File: src/rtl/btn_event_gen.sv
// Button event generator: press, release, long-press and auto-repeat pulses from a debounced level.
// Auto-repeat is built only when BTN_EVENT_REPEAT_EN is defined.
module btn_event_gen #(
  parameter int HOLD_CYCLES   = 50000000,
  parameter int REPEAT_CYCLES = 10000000
) (
  input  logic clk,
  input  logic reset,
  input  logic btn_level,
  output logic press_pulse,
  output logic release_pulse,
  output logic long_press,
  output logic repeat_pulse,
  output logic held
);
  localparam int HW = $clog2(HOLD_CYCLES) + 1;

  if (HOLD_CYCLES < 2 || REPEAT_CYCLES < 2) begin : g_bad_param
    $error("btn_event_gen: HOLD_CYCLES and REPEAT_CYCLES must be >= 2");
  end

  typedef enum logic [1:0] {IDLE, PRESSED, LONG} state_t;

  localparam logic [HW-1:0] HOLD_LAST = HW'(HOLD_CYCLES - 1);

  state_t        state_q, state_d;
  logic [HW-1:0] hold_cnt_q, hold_cnt_d;
  logic          press_q, press_d;
  logic          rel_q, rel_d;
  logic          long_q, long_d;
  logic          held_q, held_d;

`ifdef BTN_EVENT_REPEAT_EN
  localparam int RW = $clog2(REPEAT_CYCLES) + 1;
  localparam logic [RW-1:0] REP_LAST = RW'(REPEAT_CYCLES - 1);
  logic [RW-1:0] rep_cnt_q, rep_cnt_d;
  logic          rep_q, rep_d;
`endif

  always_comb begin
    state_d    = state_q;
    hold_cnt_d = hold_cnt_q;
    press_d    = 1'b0;
    rel_d      = 1'b0;
    long_d     = 1'b0;
`ifdef BTN_EVENT_REPEAT_EN
    rep_cnt_d  = rep_cnt_q;
    rep_d      = 1'b0;
`endif
    case (state_q)
      IDLE: begin
        if (btn_level) begin
          state_d    = PRESSED;
          hold_cnt_d = '0;
          press_d    = 1'b1;
        end
      end
      PRESSED: begin
        // Release is tested first so it beats a coincident hold expiry.
        if (!btn_level) begin
          state_d    = IDLE;
          hold_cnt_d = '0;
          rel_d      = 1'b1;
        end else if (hold_cnt_q == HOLD_LAST) begin
          state_d    = LONG;
          long_d     = 1'b1;
`ifdef BTN_EVENT_REPEAT_EN
          rep_cnt_d  = '0;
`endif
        end else begin
          hold_cnt_d = hold_cnt_q + 1'b1;
        end
      end
      LONG: begin
        if (!btn_level) begin
          state_d    = IDLE;
          hold_cnt_d = '0;
          rel_d      = 1'b1;
`ifdef BTN_EVENT_REPEAT_EN
          rep_cnt_d  = '0;
        end else if (rep_cnt_q == REP_LAST) begin
          rep_cnt_d  = '0;
          rep_d      = 1'b1;
        end else begin
          rep_cnt_d  = rep_cnt_q + 1'b1;
`endif
        end
      end
      default: begin
        state_d    = IDLE;
        hold_cnt_d = '0;
      end
    endcase
    held_d = (state_d != IDLE);
  end

  always_ff @(posedge clk or posedge reset) begin
    if (reset) begin
      state_q    <= IDLE;
      hold_cnt_q <= '0;
      press_q    <= 1'b0;
      rel_q      <= 1'b0;
      long_q     <= 1'b0;
      held_q     <= 1'b0;
`ifdef BTN_EVENT_REPEAT_EN
      rep_cnt_q  <= '0;
      rep_q      <= 1'b0;
`endif
    end else begin
      state_q    <= state_d;
      hold_cnt_q <= hold_cnt_d;
      press_q    <= press_d;
      rel_q      <= rel_d;
      long_q     <= long_d;
      held_q     <= held_d;
`ifdef BTN_EVENT_REPEAT_EN
      rep_cnt_q  <= rep_cnt_d;
      rep_q      <= rep_d;
`endif
    end
  end

  assign press_pulse   = press_q;
  assign release_pulse = rel_q;
  assign long_press    = long_q;
  assign held          = held_q;
`ifdef BTN_EVENT_REPEAT_EN
  assign repeat_pulse  = rep_q;
`else
  assign repeat_pulse  = 1'b0;
`endif
endmodule

File: config.mk
export PLATFORM = sky130hd
export DESIGN_NAME = btn_event_gen
export DESIGN_NICKNAME = d
export VERILOG_FILES = /design/src/rtl/btn_event_gen.sv
export SDC_FILE = /design/constraint.sdc
export NUM_CORES = 1
export LEC_CHECK = 0
export CORE_AREA = 2 2 82 84
export CTS_BUF_LIST = sky130_fd_sc_hd__clkbuf_8
export DETAILED_ROUTE_END_ITERATION = 10
export DIE_AREA = 0 0 84 86
export PLACE_DENSITY_LB_ADDON = 0.2
export SLEW_MARGIN = 20
export SYNTH_ARGS = -nofsm -noshare
export SYNTH_HDL_FRONTEND = slang
export SYNTH_SLANG_ARGS = --single-unit
File: constraint.sdc
create_clock -name clk -period 4.1 [get_ports clk]
set_input_delay 0.615 -clock clk [delete_from_list [all_inputs] [get_ports clk]]
set_output_delay 0.615 -clock clk [all_outputs]
set_load 0.03 [all_outputs]
Word level (Yosys, flattened, before mapping):

Index checks and enable logic that the tools add are counted.

* add/subtract/negate cells: 1
* reductions and logical operators: 4
* equality and inequality tests: 6
* multiplexer cells: 17

Operators by type and width (number)
* two-way mux 27 bit: 4
* one-hot mux 27 bit (3 select lines): 1
* adder 27 x 1 -> 27 bit (second input constant): 1
* == test 27 x 26 -> 1 bit (second input constant): 1
* two-way mux 2 bit: 4
* two-way mux 1 bit: 7
* one-hot mux 2 bit (3 select lines): 1
* inequality test 2 bit (second input constant): 2
* inequality test 3 bit (second input constant): 1
* AND reduction 3 bit: 1
* == test 2 x 1 -> 1 bit (second input constant): 1
* == test 2 bit (second input constant): 1
* logical NOT 2 bit: 1
* nonzero test 2 bit: 1
* OR reduction 2 bit: 1

* input port bits: 3
* register bits: 33

Longest topological paths before layout:

* word-level depth: 5
* depth in mapped cells: 8
* mapped depth without buffers: 7

Worst setup path before layout:

Ideal clock, no wire load.

* kind: input -> register
* from: input btn_level
* to: register hold_cnt_q[6]
* setup slack: 2.060 ns
* setup time: 0.087 ns
* arrival time: 1.954 ns
* buffers on the path: 2
* required time: 4.013 ns
* cell stages on the path: 6
* path through: clkbuf_1 > mux2i_1 > buf_2 > nand2_1 > or4_1 > o211ai_1

* longest elaborated chain between the ends: 2

RTL lines
* start, declared: RTL line 9 `input logic btn_level,`
* inequality test 3 bit (no source line), or another cell as far along
* AND reduction 3 bit (no source line) or one-hot mux 27 bit (3 select lines) (tied branches)
* end signal, assigned: RTL line 111 `hold_cnt_q <= hold_cnt_d;`
* end, declared: RTL line 27 `logic [HW-1:0] hold_cnt_q, hold_cnt_d;`

Parallel ways exist; a longest one is shown, timed or not.
A chain may end at the register's enable or synchronous reset.

Worst setup path after layout:

* from: input btn_level
* to: register hold_cnt_q[24]

Same word-level chain as after synthesis.

==> reports/metrics.yaml <==
synth:
  ys_types: 48
  yosys.area_share.adder_pct: 3.35
  postSynthAreaPerCell_um2: 9.37
  syn-instance-count: 199
  yosys_reg_bits: 33
  synth-edff-count: 0
  synth_simple_gate_area_share_pct: 26.4
  postSynth.topFlopCell: "dfrtp_1"
  synth_top_family_by_area: "simple AND/OR/NAND/NOR gates"
  synthMostInstantiatedCell: "dfrtp_1"
  ys.warnings.count: 0
  synth_top_area_share_pct: 44.3
  synth_seq_area_share_pct: 44.3
  synth_top_cells_by_area: "dfrtp_1 44%, nand4_1 4.4%, nand2_1 4.0%, o21ai_0 3.5%, nor2_1 3.4%"
  synth_top_cell_by_area: "dfrtp_1"
  asyncSetResetFlopFracSynth_pct: 100
  synth-compound-area-share_pct: 16.5
  yosys.area_share.xor_xnor_pct: 1.88
  synth_nets: 207
  synth_area_um2: 1870
  netlist_top_cells_count: "33 x dfrtp_1, 20 x nand2_1, 17 x nor2_1"
  share_of_cell_area_taken_by_muxes_after_synthesis_pct: 3.89
placement:
  placement.setup.worst_slack_ns: 1.42
  detailed_place_hpwl_mm: 3.00
  postPlaceCellArea_um2: 2000
  place.gp.congestion: 0.797
  buffer_ports.inserted: 6
clock_network:
  clkLatencyLatePin_ns: 0.28
  cts-root-buf: "clkbuf_8"
  clockBufferDepth: 2
  num_clock_sinks: 33
  cts_hold_repair.buffers: 0
  cts_buffers: 5
  clock_tree.htree_level_count: 2
  cts_post_setup_buffers_inserted: 0
  clock_tree_from_tritoncts: "done"
  ctsResizeCount: 0
  clkSlewWorstSetupHoldPaths_ns: 0.07
global_routing:
  grt_remaining_overflow: 0
  antenna_found_initial: 0
  globalRouteTotalUtil_pct: 12.6
  first_global_vias: 1451
  grt_first_pass_wirelength_mm: 7.28
  grt_max_degree: 25
sta:
  clock_skew_ns: 0.00299
  final-setup-viol-count: 0
  grt_setup_unrepaired: "no"
  timing.max_slew.rel_slack_pct: 40.2
  maxClockFrequency_mhz: 417
  hold_viol_final: 0
  final_min_period_over_clock_period_pct: 58.6
  drv_slew: 0
  finalCriticalPeriod_ns: 2.40
  tightest_slew_ns: 0.892
  finalSetupTns_ns: 0
  final.setup.worst_slack_ns: 1.70
route:
  met1Wirelength_mm: 2.05
  ant_nets: 0
  wl_met2_mm: 1.94
  viasPerCell: 5.41
  number_of_violations_reported_at_the_end_of_detailed_routing_iteration_0: 190
  wire_per_inst_um: 14.7
  top_layer: "met4"
  remaining_routing_drc_violations: 0
  met3_wire_length_um: 156
  vias: 1543
  routed_wl_mm: 4.18
  drt-pass1-iter-count: 4
cells_and_area:
  nNetsFinal: 215
  antenna_cells: 0
  area_delta_synth_final_pct: 11.5
  layout-drive-gt1-share_pct: 7.21
  area_of_all_placed_cells_without_fillers_um2: 2080
die:
  die_y_um: 86
  fp.coreArea_um2: 6280
  die-width_um: 84
  io-pin-count: 8
  initial_core_util_pct: 29.7
  fp-row-count: 29
  design.die.area_um2: 7220
outcome:
  outcome: "finished clean"
critical_path:
  worstPathMaxFanout: 11
  crit_family: "simple AND/OR/NAND/NOR gates"
  cpMaxStageDelayCell: "clkdlybuf4s50_1"
  cp.arrival_ns: 2.61
  cp-end-kind: "register"
  cells_traversed_along_the_worst_timing_path: "clkdlybuf4s50_1 > mux2i_1 > buf_4 > and2_1 > nand4_1 > or3_1 > a21oi_1"
  worstPathBufferInverterCount: 2
  startpoint_type: "input port"
  worst_ep_required_time_ns: 4.30
  timing_worst_setup_path_type: "input port to register"
  reg2reg_setup_slack_ns: 1.85
  crit_path_max_incr_delay_ns: 0.59
run:
  timing.max_cap.violations: 0
pwr:
  ir_drop_v: 0.000173
  leakage_nw: 0.868
  powerDensity_nw_per_um2: 387
min_path:
  hold_path_class: "register to register"
-- power by group --
part	switching, mW	total (mW)	leakage, nW	internal (mW)
Combinational	0.142	0.213	0.361	0.0713
Clock	0.115	0.228	0.0519	0.113
Sequential	0.0186	0.365	0.455	0.347
Total	0.275	0.806	0.868	0.531
-- state kept, by name, indices dropped and copies added, names as in the netlist --
signal	flops
held	1
hold_cnt_q	27
long_press	1
press_pulse	1
release_pulse	1
state_q	2
-- final cells by class --
type,instances,area (um^2)
clock buffer,5,68.8
clock inverter,3,11.3
fill,644,4200
inverter,8,30.0
multi-input combinational,151,973
sequential,33,826
tap,77,96.3
timing repair buffer,8,75.1
-- layer usage --
layer  up-vias  global-route usage (%)
met5         -                       0
met1       758                    17.8
li1        756                       -
met2        25                    19.8
met4         0                    2.64
met3         4                    2.89
-- cell usage in the layout, fill, tap and decap left out, types with 4 or more instances in the layout --
cell type         n
a21oi_1          10
clkbuf_8          5
clkdlybuf4s50_1   6
dfrtp_1          33
ha_1              5
inv_1            10
mux2i_1           5
nand2_1          20
nand3_1           6
nand4_1          13
nor2_1           17
o211ai_1          4
o21ai_0          13
or3_1             6
-- kinds of logic after synthesis --
kind of cell / count (synthesis)
buffers and inverters: 15
AOI/OAI and AO/OA: 46
and+or+nand+nor: 88
muxes: 7
DFF: 33
xor gates and xnor gates: 4
adders and majority gates: 5
other: 1
-- final timing paths --
| check | startpoint | endpoint | cells past startpoint |
|---|---|---|---|
| max reg2reg | hold_cnt_q[1]$_DFFE_PP0P_ | hold_cnt_q[24]$_DFFE_PP0P_ | 6 |
| max in group asynchronous | reset | long_press$_DFF_PP0_ | 3 |
| min reg2reg | hold_cnt_q[17]$_DFFE_PP0P_ | hold_cnt_q[17]$_DFFE_PP0P_ | 1 |
| min | hold_cnt_q[17]$_DFFE_PP0P_ | hold_cnt_q[17]$_DFFE_PP0P_ | 1 |
| min in group asynchronous | reset | state_q[0]$_DFF_PP0_ | 2 |
| max | btn_level | hold_cnt_q[24]$_DFFE_PP0P_ | 7 |
-- stage by stage --
step / std cells / utilization, % / power [mW] / hold slack (ns)
2_1_floorplan: 199 / - / 0.516 / 0.470
3_3_place_gp: 277 / 31.9 / 0.584 / 0.527
3_5_place_dp: 277 / 31.9 / 0.584 / 0.500
4_1_cts: 285 / 33.1 / 0.816 / 0.516
5_1_grt: 285 / 33.1 / 0.856 / 0.544
6_report: 285 / 33.1 / 0.806 / 0.515
Power figures use the tool's default switching activity.
